$ cat src/rtl/xdma_stream_pkg.sv
// Shared types and constants for the XDMA C2H stream multiplexer.
// Header layout is used only when XDMA_C2H_HDR_EN is defined.
package xdma_stream_pkg;

   localparam int unsigned CNT_W         = 16;
   localparam int unsigned SEQ_W         = 16;
   localparam logic [7:0]  HDR_MAGIC     = 8'hA5;
   localparam int unsigned HDR_CH_LSB    = 0;
   localparam int unsigned HDR_SEQ_LSB   = 8;
   localparam int unsigned HDR_MAGIC_LSB = 24;

   typedef enum logic [1:0] {
      ST_IDLE,
      ST_HDR,
      ST_DATA,
      ST_DROP
   } state_e;

   function automatic logic [31:0] hdr_word(input logic [7:0] ch, input logic [SEQ_W-1:0] seq);
      logic [31:0] w;
      w = '0;
      w[HDR_CH_LSB    +: 8]     = ch;
      w[HDR_SEQ_LSB   +: SEQ_W] = seq;
      w[HDR_MAGIC_LSB +: 8]     = HDR_MAGIC;
      return w;
   endfunction

endpackage

$ cat src/rtl/xdma_rr_arbiter.sv
// Round-robin arbiter: one-hot grant searched from last-granted+1,
// pointer advances only on an enable pulse with at least one request.
module xdma_rr_arbiter
#(
   parameter int unsigned NUM_CH = 4,
   localparam int unsigned IW    = (NUM_CH > 1) ? $clog2(NUM_CH) : 1
)
(
   input  logic              clk_i,
   input  logic              rst_ni,
   input  logic [NUM_CH-1:0] req_i,
   input  logic              en_i,
   output logic [NUM_CH-1:0] gnt_o,
   output logic [IW-1:0]     gnt_idx_o
);

   logic [IW-1:0] ptr_q;
   logic          found;
   logic [IW-1:0] ci;
   int unsigned   c;

   always_comb begin
      gnt_o     = '0;
      gnt_idx_o = '0;
      found     = 1'b0;
      ci        = '0;
      c         = 0;
      for (int unsigned i = 1; i <= NUM_CH; i++) begin
         c = 32'(ptr_q) + i;
         if (c >= NUM_CH) c = c - NUM_CH;
         ci = IW'(c);
         if (!found && req_i[ci]) begin
            found     = 1'b1;
            gnt_o[ci] = 1'b1;
            gnt_idx_o = ci;
         end
      end
   end

   always_ff @(posedge clk_i or negedge rst_ni) begin
      if (!rst_ni) begin
         ptr_q <= IW'(NUM_CH - 1);
      end else if (en_i && found) begin
         ptr_q <= gnt_idx_o;
      end
   end

endmodule

$ cat src/rtl/xdma_c2h_stream_mux.sv
// Packet-atomic round-robin merge of NUM_CH AXI streams onto one XDMA C2H stream,
// with MAX_BEATS truncation. Define XDMA_C2H_HDR_EN to prepend a header beat per packet.
module xdma_c2h_stream_mux
   import xdma_stream_pkg::*;
#(
   parameter int unsigned NUM_CH     = 4,
   parameter int unsigned DATA_WIDTH = 64,
   parameter int unsigned MAX_BEATS  = 256
)
(
   input  logic                         user_clk,
   input  logic                         user_resetn,
   input  logic [NUM_CH*DATA_WIDTH-1:0] s_axis_tdata,
   input  logic [NUM_CH*DATA_WIDTH/8-1:0] s_axis_tkeep,
   input  logic [NUM_CH-1:0]            s_axis_tlast,
   input  logic [NUM_CH-1:0]            s_axis_tvalid,
   output logic [NUM_CH-1:0]            s_axis_tready,
   output logic [DATA_WIDTH-1:0]        m_axis_c2h_tdata,
   output logic [DATA_WIDTH/8-1:0]      m_axis_c2h_tkeep,
   output logic                         m_axis_c2h_tlast,
   output logic                         m_axis_c2h_tvalid,
   input  logic                         m_axis_c2h_tready,
   input  logic [NUM_CH-1:0]            ch_enable,
   input  logic                         err_clr,
   output logic [NUM_CH-1:0]            trunc_err
);

   localparam int unsigned KW = DATA_WIDTH / 8;
   localparam int unsigned IW = (NUM_CH > 1) ? $clog2(NUM_CH) : 1;
   localparam logic [CNT_W-1:0] LAST_BEAT = CNT_W'(MAX_BEATS - 1);

   state_e                state_q;
   logic [IW-1:0]         gidx_q;
   logic [CNT_W-1:0]      beat_q;
   logic [SEQ_W-1:0]      seq_q [NUM_CH];
   logic [NUM_CH-1:0]     trunc_q;
   logic                  m_valid_q;
   logic                  m_last_q;
   logic [DATA_WIDTH-1:0] m_data_q;
   logic [KW-1:0]         m_keep_q;

   logic [NUM_CH-1:0]     req;
   logic [NUM_CH-1:0]     arb_gnt;
   logic [IW-1:0]         arb_idx;
   logic                  grant_en;
   logic                  out_free;
   logic                  src_valid;
   logic                  src_last;
   logic                  src_fire;
   logic [DATA_WIDTH-1:0] src_data;
   logic [KW-1:0]         src_keep;
   logic [NUM_CH-1:0]     trunc_set;

   assign req      = s_axis_tvalid & ch_enable;
   assign grant_en = (state_q == ST_IDLE) && (|arb_gnt);

   xdma_rr_arbiter #(.NUM_CH(NUM_CH)) u_arb (
      .clk_i     (user_clk),
      .rst_ni    (user_resetn),
      .req_i     (req),
      .en_i      (grant_en),
      .gnt_o     (arb_gnt),
      .gnt_idx_o (arb_idx)
   );

   assign out_free  = !m_valid_q || m_axis_c2h_tready;
   assign src_valid = s_axis_tvalid[gidx_q];
   assign src_last  = s_axis_tlast[gidx_q];
   assign src_data  = s_axis_tdata[gidx_q*DATA_WIDTH +: DATA_WIDTH];
   assign src_keep  = s_axis_tkeep[gidx_q*KW +: KW];
   assign src_fire  = src_valid && s_axis_tready[gidx_q];

   always_comb begin
      s_axis_tready = '0;
      if (state_q == ST_DATA)      s_axis_tready[gidx_q] = out_free;
      else if (state_q == ST_DROP) s_axis_tready[gidx_q] = 1'b1;
   end

   always_comb begin
      trunc_set = '0;
      if (state_q == ST_DATA && src_fire && !src_last && beat_q == LAST_BEAT)
         trunc_set[gidx_q] = 1'b1;
   end

   always_ff @(posedge user_clk or negedge user_resetn) begin
      if (!user_resetn) begin
         state_q   <= ST_IDLE;
         gidx_q    <= '0;
         beat_q    <= '0;
         seq_q     <= '{default: '0};
         trunc_q   <= '0;
         m_valid_q <= 1'b0;
         m_last_q  <= 1'b0;
         m_data_q  <= '0;
         m_keep_q  <= '0;
      end else begin
         // a same-cycle truncation wins over err_clr
         trunc_q <= (err_clr ? '0 : trunc_q) | trunc_set;
         if (out_free) begin
            m_valid_q <= 1'b0;
            m_last_q  <= 1'b0;
         end
         unique case (state_q)
            ST_IDLE: begin
               if (grant_en) begin
                  gidx_q <= arb_idx;
                  beat_q <= '0;
`ifdef XDMA_C2H_HDR_EN
                  state_q <= ST_HDR;
`else
                  state_q <= ST_DATA;
`endif
               end
            end
`ifdef XDMA_C2H_HDR_EN
            ST_HDR: begin
               if (out_free) begin
                  m_valid_q <= 1'b1;
                  m_last_q  <= 1'b0;
                  m_keep_q  <= '1;
                  m_data_q  <= DATA_WIDTH'(hdr_word(8'(gidx_q), seq_q[gidx_q]));
                  state_q   <= ST_DATA;
               end
            end
`endif
            ST_DATA: begin
               if (src_fire) begin
                  m_valid_q <= 1'b1;
                  m_data_q  <= src_data;
                  m_keep_q  <= src_keep;
                  beat_q    <= beat_q + 1'b1;
                  if (src_last || beat_q == LAST_BEAT) begin
                     m_last_q       <= 1'b1;
                     seq_q[gidx_q]  <= seq_q[gidx_q] + 1'b1;
                     state_q        <= src_last ? ST_IDLE : ST_DROP;
                  end else begin
                     m_last_q <= 1'b0;
                  end
               end
            end
            ST_DROP: begin
               if (src_valid && src_last) state_q <= ST_IDLE;
            end
            default: state_q <= ST_IDLE;
         endcase
      end
   end

   assign m_axis_c2h_tvalid = m_valid_q;
   assign m_axis_c2h_tlast  = m_last_q;
   assign m_axis_c2h_tdata  = m_data_q;
   assign m_axis_c2h_tkeep  = m_keep_q;
   assign trunc_err         = trunc_q;

endmodule
$ cat config.mk
export PLATFORM = sky130hd
export DESIGN_NAME = xdma_c2h_stream_mux
export DESIGN_NICKNAME = d
export VERILOG_FILES = /design/src/rtl/xdma_stream_pkg.sv /design/src/rtl/xdma_rr_arbiter.sv /design/src/rtl/xdma_c2h_stream_mux.sv
export SDC_FILE = /design/constraint.sdc
export NUM_CORES = 1
export LEC_CHECK = 0
export BUFFER_PORTS_ARGS = -buffer_cell sky130_fd_sc_hd__buf_4
export CAP_MARGIN = 20
export CORE_AREA = 2 2 148 150
export DETAILED_ROUTE_END_ITERATION = 12
export DIE_AREA = 0 0 150 152
export PLACE_DENSITY_LB_ADDON = 0.08
export SYNTH_ARGS = -nofsm -noshare
export SYNTH_HDL_FRONTEND = slang
export SYNTH_SLANG_ARGS = --single-unit
$ cat constraint.sdc
create_clock -name user_clk -period 2.9 [get_ports user_clk]
set_input_delay 0.29 -clock user_clk [delete_from_list [all_inputs] [get_ports user_clk]]
set_output_delay 0.29 -clock user_clk [all_outputs]
set_load 0.02 [all_outputs]
==> results of run 1 <==
report_power, final:
| group | internal [uW] | switching, uW |
|---|---|---|
| logic | 2460 | 3000 |
| clock network | 688 | 503 |
| registers | 2000 | 351 |
| total | 5140 | 3850 |
final timing paths:
path                                             startpoint                               end  slack [ns]  cells after the start
hold reg to reg            m_axis_c2h_tdata[23]$_DFFE_PN0N_  m_axis_c2h_tdata[23]$_DFFE_PN0N_        0.47                      2
setup reg to reg                 u_arb.ptr_q[1]$_DFFE_PN1P_             beat_q[2]$_DFFE_PN0P_        0.22                      7
setup / recovery                 u_arb.ptr_q[1]$_DFFE_PN1P_             beat_q[2]$_DFFE_PN0P_        0.22                      7
min in group asynchronous                       user_resetn            trunc_err[3]$_DFF_PN0_        0.51                      2
hold / removal                                      err_clr            trunc_err[0]$_DFF_PN0_        0.18                      2
max in group asynchronous                       user_resetn  m_axis_c2h_tdata[38]$_DFFE_PN0N_        1.61                      3
critical path, delay by kind of cell (launching register included):
kind / cells / cell delay [ns]
AO/OA/AOI/OAI: 1 / 0.26
adder cells (fa/ha/maj): 1 / 0.31
buffers and inverters: 2 / 0.31
flip-flops: 1 / 0.62
multiplexers: 1 / 0.51
AND/OR/NAND/NOR: 2 / 0.55
layer usage:
| metal | up-vias | global-route usage | share of wire |
|---|---|---|---|
| met5 | - | 0 | 0 |
| met2 | 216 | 0.348 | 0.51 |
| met1 | 2840 | 0.255 | 0.40 |
| met4 | 0 | 0.0499 | 0.015 |
| li1 | 2846 | - | - |
| met3 | 16 | 0.0447 | 0.073 |
layout make-up:
cell class                      instances  share of cell area
Inverter                               13             0.00502
Clock inverter                          2             0.00361
Tap cell                              280              0.0361
Multi-Input combinational cell        439               0.359
Sequential cell                       100               0.259
Antenna cell                            1            0.000258
Clock buffer                           13              0.0258
Timing Repair Buffer                  400               0.312
synthesized netlist by cell type, types with 3 or more instances:
| cell | instances |
|---|---|
| nand2_1 | 231 |
| dfrtp_1 | 98 |
| mux4_2 | 75 |
| nor2_1 | 23 |
| clkbuf_1 | 22 |
| inv_1 | 13 |
| buf_1 | 11 |
| nand4_1 | 11 |
| xnor2_1 | 11 |
| nor4_1 | 10 |
| ha_1 | 9 |
| buf_2 | 7 |
| nand3_1 | 7 |
| nor3_1 | 6 |
| o21ai_0 | 6 |
| mux2i_1 | 5 |
| xor2_1 | 4 |
| a21oi_1 | 3 |
| o21bai_1 | 3 |
| o22ai_1 | 3 |
repair_timing:
item / in CTS / in global routing
hold buffers: 1 / 0
setup buffers: 0 / 1
hold endpoints to repair: 41 / 0
endpoints found under the setup margin: 0 / 3
logic make-up (layout without fill, tap and decap cells):
kind of cell | count (synthesis) | in the layout
simple gates | 303 | 303
compound gates | 31 | 31
mux | 81 | 81
buf+inv | 54 | 428
fa+ha+maj | 9 | 9
other cells | 0 | 1
flops | 100 | 100
xor+xnor | 15 | 15
through the flow:
stage                     total power [uW]  cell area [sq um]  hold WS, ns
after floorplan                       5820               6210     -0.00559
after detailed placement              7930               9410        0.355
after global placement                7910               9410        0.356
after global routing                  9740               9720        0.168
final                                 8990               9720        0.185
after CTS                             9170               9710        0.169
sequential cells by signal, indices dropped and copies added, names as in the netlist:
signal	cells
m_axis_c2h_tdata	64
beat_q	16
m_axis_c2h_tkeep	8
trunc_err	4
gidx_q	2
state_q	2
u_arb.ptr_q	2
m_axis_c2h_tlast	1
m_axis_c2h_tvalid	1
==> flow_summary.toml, run 1 <==
[route]
finalWirelength_um = 22900
antenna_left = 0
drc = 0
drt-initial-drc-count = 283
dr_total_vias = 5918
wl_per_cell_um = 18.4
viasPerCell = 4.74
drt_first_pass_iters = 5

[place]
io_buffers = 385
placedCellCount = 1230
pre_cts_slack_ns = 0.155
place_congestion = 0.827
dp_hpwl_um = 17800

[clocking]
clkSinkCount = 100
clock_path_buffers = 2
cts_tree = "done"
h-tree-depth = 3
clk_pin_slew_ns = 0.07
cts_buffers = 9
clock_latency_ns = 0.34
cts_root_buf = "clkbuf_16"
ctsResizeCount = 0

[synthesis]
yosys.area.top_type_share = 0.395
synth.top_cells.by_area = "dfrtp_1 (39%), mux4_2 (27%), nand2_1 (14%)"
synth_top_family_by_area = "multiplexers"
muxShareOfSynthArea = 0.282
syn-instance-count = 593
synth_ff_type = "dfrtp_1"
synth.largest_area_cell = "dfrtp_1"
syn_area_per_cell_sq_um = 10.5
synth_edf_count = 0
ys_types = 49
synthAdderAreaFrac = 0.0181
synth-seq-area-share = 0.403
async_flop_share = 1.00
synth_compound_area_frac = 0.0369
ys_seq_elements = 100
yosys_warnings = 0
synthXorXnorAreaFrac = 0.0212
syn_area_sq_mm = 0.00621
synth_fp_nets = 906
synth-simple-area-share = 0.203

[min_path]
hp-class = "input port to flop"

[power]
p_leak_uw = 0.00480
max-vdd-ir-drop_mv = 0.571
powerDensity_mw_per_mm2 = 925

[floorplan]
die_h_um = 152
num_rows = 54
die_width_um = 150
ios = 386
coreArea_sq_mm = 0.0214
start_util = 0.291
die_area_sq_mm = 0.0228

[worst_setup_path]
worst_ep_required_time_ns = 3.12
critPathLaunchType = "flop"
critPathMaxFanout = 14
critical_path_class = "flop to flop"
worst_path_largest_cell_delay_ns = 0.62
cpMaxStageDelayCell = "dfstp_2"
crit_chain = "inv_1 > ha_1 > mux4_2 > or3_1 > a21oi_4 > buf_4 > nor2_1"
cp.arrival_ns = 2.91
end_kind = "flop"

[sta]
drv_slew = 0
skew_ns = 0.00620
setup_viol_count_final = 0
max_freq_mhz = 373
slew_headroom = 0.314
worst_slack_ns = 0.217
period_share = 0.925
fin_setup_tns_ns = 0
worst_pin_slew_ns = 1.03
fin_crit_ns = 2.68
hold_violations = 0
grt_setup_unrepaired = "false"

[finish]
fin_cells = 1248
syn_to_final_growth_pct = 56.5
layout_common_cells = "buf_4 (397), nand2_1 (231), dfrtp_1 (96)"
regArea_sq_mm = 0.00251
multi_input_area_sq_mm = 0.00349
fill_cells = 2139
fin_util = 0.455
layout-drive-gt1-share = 0.516
layout_commonest_cell = "buf_4"
nNetsFinal = 1276

[job]
cap_viol_max_count = 0

[outcome]
status = "finished clean"

[global_routing]
grt_pass1_vias = 6173
antenna_found_initial = 1
grt_max_degree = 84
grt_pass1_wl_um = 35600
grt_overflow = 0
grt_usage = 0.201
Note: power is estimated with default switching activity, not from simulation.
==> inputs of run 2 (changes only) <==
--- a/config.mk
+++ b/config.mk
@@ -10,7 +10,7 @@
 export CORE_AREA = 2 2 148 150
 export DETAILED_ROUTE_END_ITERATION = 12
 export DIE_AREA = 0 0 150 152
-export PLACE_DENSITY_LB_ADDON = 0.08
+export PLACE_DENSITY_LB_ADDON = 0.1
 export SYNTH_ARGS = -nofsm -noshare
 export SYNTH_HDL_FRONTEND = slang
 export SYNTH_SLANG_ARGS = --single-unit
==> flow_summary.toml, run 2 (synthesis results as in run 1) <==
[worst_setup_path]
crit_chain = "inv_1 > ha_1 > mux4_2 > or3_1 > a21oi_4 > buf_4 > nor2_1"
cp.arrival_ns = 2.94
critical_path_class = "flop to flop"
worst_path_largest_cell_delay_ns = 0.66
reg2regPathDepth = 7
end_kind = "flop"
worst_ep_required_time_ns = 3.14
critPathMaxFanout = 12
ff2ff_setup_slack_ns = 0.20
cpMaxStageDelayCell = "dfstp_2"
r2r_start = "u_arb.ptr_q[1]$_DFFE_PN1P_"
r2r-end = "beat_q[12]$_DFFE_PN0P_"
critPathLaunchType = "flop"

[finish]
final_area_sq_mm = 0.00978
syn_to_final_growth_pct = 57.5
largest_register_ffs = 64
nNetsFinal = 1276
layout-drive-gt1-share = 0.521
layout_common_cells = "buf_4 (397), nand2_1 (231), dfrtp_1 (96)"
fin_cells = 1249
layout_commonest_cell = "buf_4"

[sta]
worst_slack_ns = 0.199
setup_viol_count_final = 0
period_share = 0.931
max_freq_mhz = 370
slew_headroom = 0.539
fin_crit_ns = 2.70
worst_pin_slew_ns = 0.691
hold_violations = 20
whs_ns = -0.0248
grt_setup_unrepaired = "false"
drv_slew = 0
skew_ns = 0.00842
fin_setup_tns_ns = 0

[clocking]
clkSinkCount = 100
cts_tree = "done"
clock_path_buffers = 2
ctsResizeCount = 0
cts_root_buf = "clkbuf_16"
hold_buffers = 0
cts_buffers = 9
postCtsSetupBuffers = 0
clk_pin_slew_ns = 0.07
h-tree-depth = 3
clock_latency_ns = 0.35

[route]
drc = 0
drt_first_pass_iters = 5
dr_total_vias = 5997
wl_per_cell_um = 19.0
drt-initial-drc-count = 274
finalWirelength_um = 23700
viasPerCell = 4.80
antenna_left = 0

[floorplan]
coreArea_sq_mm = 0.0214
start_util = 0.291
die_area_sq_mm = 0.0228
ios = 386
die_width_um = 150
num_rows = 54
die_h_um = 152

[job]
cap_viol_max_count = 0

[global_routing]
grt_max_degree = 84
grt_pass1_vias = 6115
grt_usage = 0.203
grt_pass1_wl_um = 35400
antenna_found_initial = 1
grt_overflow = 0

[min_path]
hp-class = "input port to asynchronous set/reset pin"

[power]
p_leak_uw = 0.00483
powerDensity_mw_per_mm2 = 937
max-vdd-ir-drop_mv = 0.368

[place]
placed_area_sq_mm = 0.00944
pre_cts_slack_ns = 0.184
dp_hpwl_um = 18500
io_buffers = 385
placedCellCount = 1232
place_congestion = 0.826

[outcome]
violations = "negative hold slack"
status = "complete, but fails checks"
## run 2: worst max path at each step
stage | startpoint | endpoint | slack (ns) | depth (start not counted)
4_1_cts | u_arb.ptr_q[1]$_DFFE_PN1P_ | beat_q[12]$_DFFE_PN0P_ | 0.17 | 7
3_3_place_gp | u_arb.ptr_q[1]$_DFFE_PN1P_ | beat_q[9]$_DFFE_PN0P_ | 0.22 | 7
5_1_grt | u_arb.ptr_q[1]$_DFFE_PN1P_ | beat_q[12]$_DFFE_PN0P_ | 0.06 | 7
2_1_floorplan | u_arb.ptr_q[0]$_DFFE_PN1P_ | beat_q[15]$_DFFE_PN0P_ | 0.0006 | 10
3_5_place_dp | u_arb.ptr_q[1]$_DFFE_PN1P_ | beat_q[12]$_DFFE_PN0P_ | 0.18 | 7
6_report | u_arb.ptr_q[1]$_DFFE_PN1P_ | beat_q[12]$_DFFE_PN0P_ | 0.20 | 7
## run 2: layout make-up
cell class / instances / area [sq um]
multi-input cells: 439 / 3490
diodes: 1 / 2.50
inverters: 13 / 48.8
fillers: 2093 / 11600
clock buffers: 12 / 267
flip-flops and latches: 100 / 2510
repair buffers: 400 / 3040
well taps: 280 / 350
clock inverters: 4 / 70.1
## run 2: metrics by stage
stage          utilization  total power, uW
2_1_floorplan            -             5820
3_3_place_gp         0.442             7910
3_5_place_dp         0.442             7950
4_1_cts              0.458             9350
5_1_grt              0.458             9880
6_report             0.458             9170
## run 2: worst max-delay path: cells and delay by family, from the launching register on
family	cells	cell delay [ns]
AOI/OAI and AO/OA	1	0.29
muxes	1	0.51
buffers and inverters	2	0.29
and+or+nand+nor	2	0.53
DFF	1	0.66
adders and majority gates	1	0.32
## run 2: report_power, final
group,switching (uW),total [uW],internal (uW)
Sequential,368,2360,2000
Combinational,2980,5440,2460
Clock,538,1360,825
Total,3880,9170,5280
## run 2: per-layer routing
| layer | GRT usage | vias up | routed length [um] |
|---|---|---|---|
| met1 | 0.258 | 2910 | 9640 |
| met2 | 0.342 | 219 | 11700 |
| met3 | 0.0492 | 20 | 1930 |
| li1 | - | 2848 | - |
| met5 | 0 | - | 0 |
| met4 | 0.0588 | 0 | 391 |
==> inputs of run 3 (changes only) <==
--- a/config.mk
+++ b/config.mk
@@ -7,10 +7,10 @@
 export LEC_CHECK = 0
 export BUFFER_PORTS_ARGS = -buffer_cell sky130_fd_sc_hd__buf_4
 export CAP_MARGIN = 20
-export CORE_AREA = 2 2 148 150
+export CORE_AREA = 10 10 140 142
 export DETAILED_ROUTE_END_ITERATION = 12
 export DIE_AREA = 0 0 150 152
-export PLACE_DENSITY_LB_ADDON = 0.1
+export PLACE_DENSITY = 0.75
 export SYNTH_ARGS = -nofsm -noshare
 export SYNTH_HDL_FRONTEND = slang
 export SYNTH_SLANG_ARGS = --single-unit
==> flow_summary.toml, run 3 (synthesis results as in run 1) <==
[outcome]
status = "finished clean"

[finish]
fin_cells = 1193
insertedDiodeCount = 0
layout_commonest_cell = "buf_4"
nNetsFinal = 1276
fin_util = 0.570
final_area_sq_mm = 0.00965
layout_common_cells = "buf_4 (397), nand2_1 (231), dfrtp_1 (96)"
multi_input_area_sq_mm = 0.00349
largest_register_ffs = 64
syn_to_final_growth_pct = 55.3
layout-drive-gt1-share = 0.517
regArea_sq_mm = 0.00251
fill_cells = 1513

[global_routing]
grt_max_degree = 84
grt_usage = 0.221
grt_pass1_wl_um = 39000
grt_overflow = 0
antenna_found_initial = 0
grt_pass1_vias = 6544

[sta]
max_freq_mhz = 369
worst_pin_slew_ns = 0.697
fin_setup_tns_ns = 0
hold_violations = 0
setup_viol_count_final = 0
grt_setup_unrepaired = "false"
whs_ns = 0.185
drv_slew = 0
skew_ns = 0.00730
period_share = 0.935
fin_crit_ns = 2.71
slew_headroom = 0.535

[clocking]
clkSinkCount = 100
clock_latency_ns = 0.34
clock_path_buffers = 2
postCtsSetupBuffers = 0
cts_tree = "done"
ctsResizeCount = 0
hold_buffers = 1
cts_root_buf = "clkbuf_16"
clk_pin_slew_ns = 0.07
cts_buffers = 9
h-tree-depth = 3

[route]
drt_first_pass_iters = 4
drc = 0
finalWirelength_um = 25900
antenna_left = 0
wl_per_cell_um = 21.7
viasPerCell = 5.13
drt-initial-drc-count = 352
dr_total_vias = 6123

[worst_setup_path]
worst_path_largest_cell_delay_ns = 0.66
critical_path_class = "flop to flop"
ff2ff_setup_slack_ns = 0.19
end_kind = "flop"
path_delay_family = "flip-flops"
critPathLaunchType = "flop"
crit_chain = "inv_1 > ha_1 > mux4_2 > or3_1 > a21oi_4 > buf_4 > nor2_1"
cpMaxStageDelayCell = "dfstp_2"
worst_ep_required_time_ns = 3.12
critPathMaxFanout = 16
cp.arrival_ns = 2.94
crit_buf_inv = 2

[power]
p_leak_uw = 0.00479
powerDensity_mw_per_mm2 = 931
max-vdd-ir-drop_mv = 0.472

[floorplan]
die_h_um = 152
die_area_sq_mm = 0.0228
num_rows = 48
die_width_um = 150
start_util = 0.367
ios = 386
coreArea_sq_mm = 0.0169

[place]
dp_hpwl_um = 21300
io_buffers = 385
placed_area_sq_mm = 0.00935
place_congestion = 0.918
placedCellCount = 1176

[job]
cap_viol_max_count = 0

[min_path]
hp-class = "input port to flop"
[run 3: cell count changes in the layout (fill, tap and decap cells not counted)]
cell,before,now
and4b_2,0,1
and4b_4,1,0
buf_12,3,2
bufinv_16,2,1
clkbuf_1,0,3
clkbuf_8,3,0
clkinv_2,2,1
clkinvlp_4,0,2
diode_2,1,0
dlygate4sd3_1,0,1
[run 3: stage by stage]
| step | power, uW | setup WS [ns] |
|---|---|---|
| 2_1_floorplan | 5820 | 0.000563 |
| 3_3_place_gp | 7780 | 0.225 |
| 3_5_place_dp | 7910 | 0.184 |
| 4_1_cts | 9110 | 0.166 |
| 5_1_grt | 9660 | 0.0466 |
| 6_report | 8980 | 0.188 |
[run 3: report_power, final]
group          switching [uW]  internal, uW
sequential                386          2000
clock                     511           669
combinational            2980          2440
total                    3870          5110
[run 3: worst paths after layout]
path	startpoint	end	depth (start not counted)
setup / recovery	u_arb.ptr_q[1]$_DFFE_PN1P_	beat_q[12]$_DFFE_PN0P_	7
hold / removal	err_clr	trunc_err[0]$_DFF_PN0_	2
setup reg to reg	u_arb.ptr_q[1]$_DFFE_PN1P_	beat_q[12]$_DFFE_PN0P_	7
hold reg to reg	m_axis_c2h_tkeep[1]$_DFFE_PN0N_	m_axis_c2h_tkeep[1]$_DFFE_PN0N_	2
max in group asynchronous	user_resetn	m_axis_c2h_tdata[3]$_DFFE_PN0N_	3
min in group asynchronous	user_resetn	m_axis_c2h_tdata[18]$_DFFE_PN0N_	2
[run 3: routing by layer]
layer,part of all wire,vias up,GRT usage
li1,-,2841,-
met1,0.37,2946,0.250
met2,0.51,299,0.380
met3,0.094,37,0.0704
met4,0.027,0,0.0810
met5,0,-,0
[run 3: final cells by class]
cell class	count	area share
Sequential cell	100	0.260
Multi-Input combinational cell	439	0.361
Inverter	13	0.00506
Clock inverter	4	0.00519
Clock buffer	12	0.0245
Timing Repair Buffer	400	0.314
Tap cell	225	0.0292
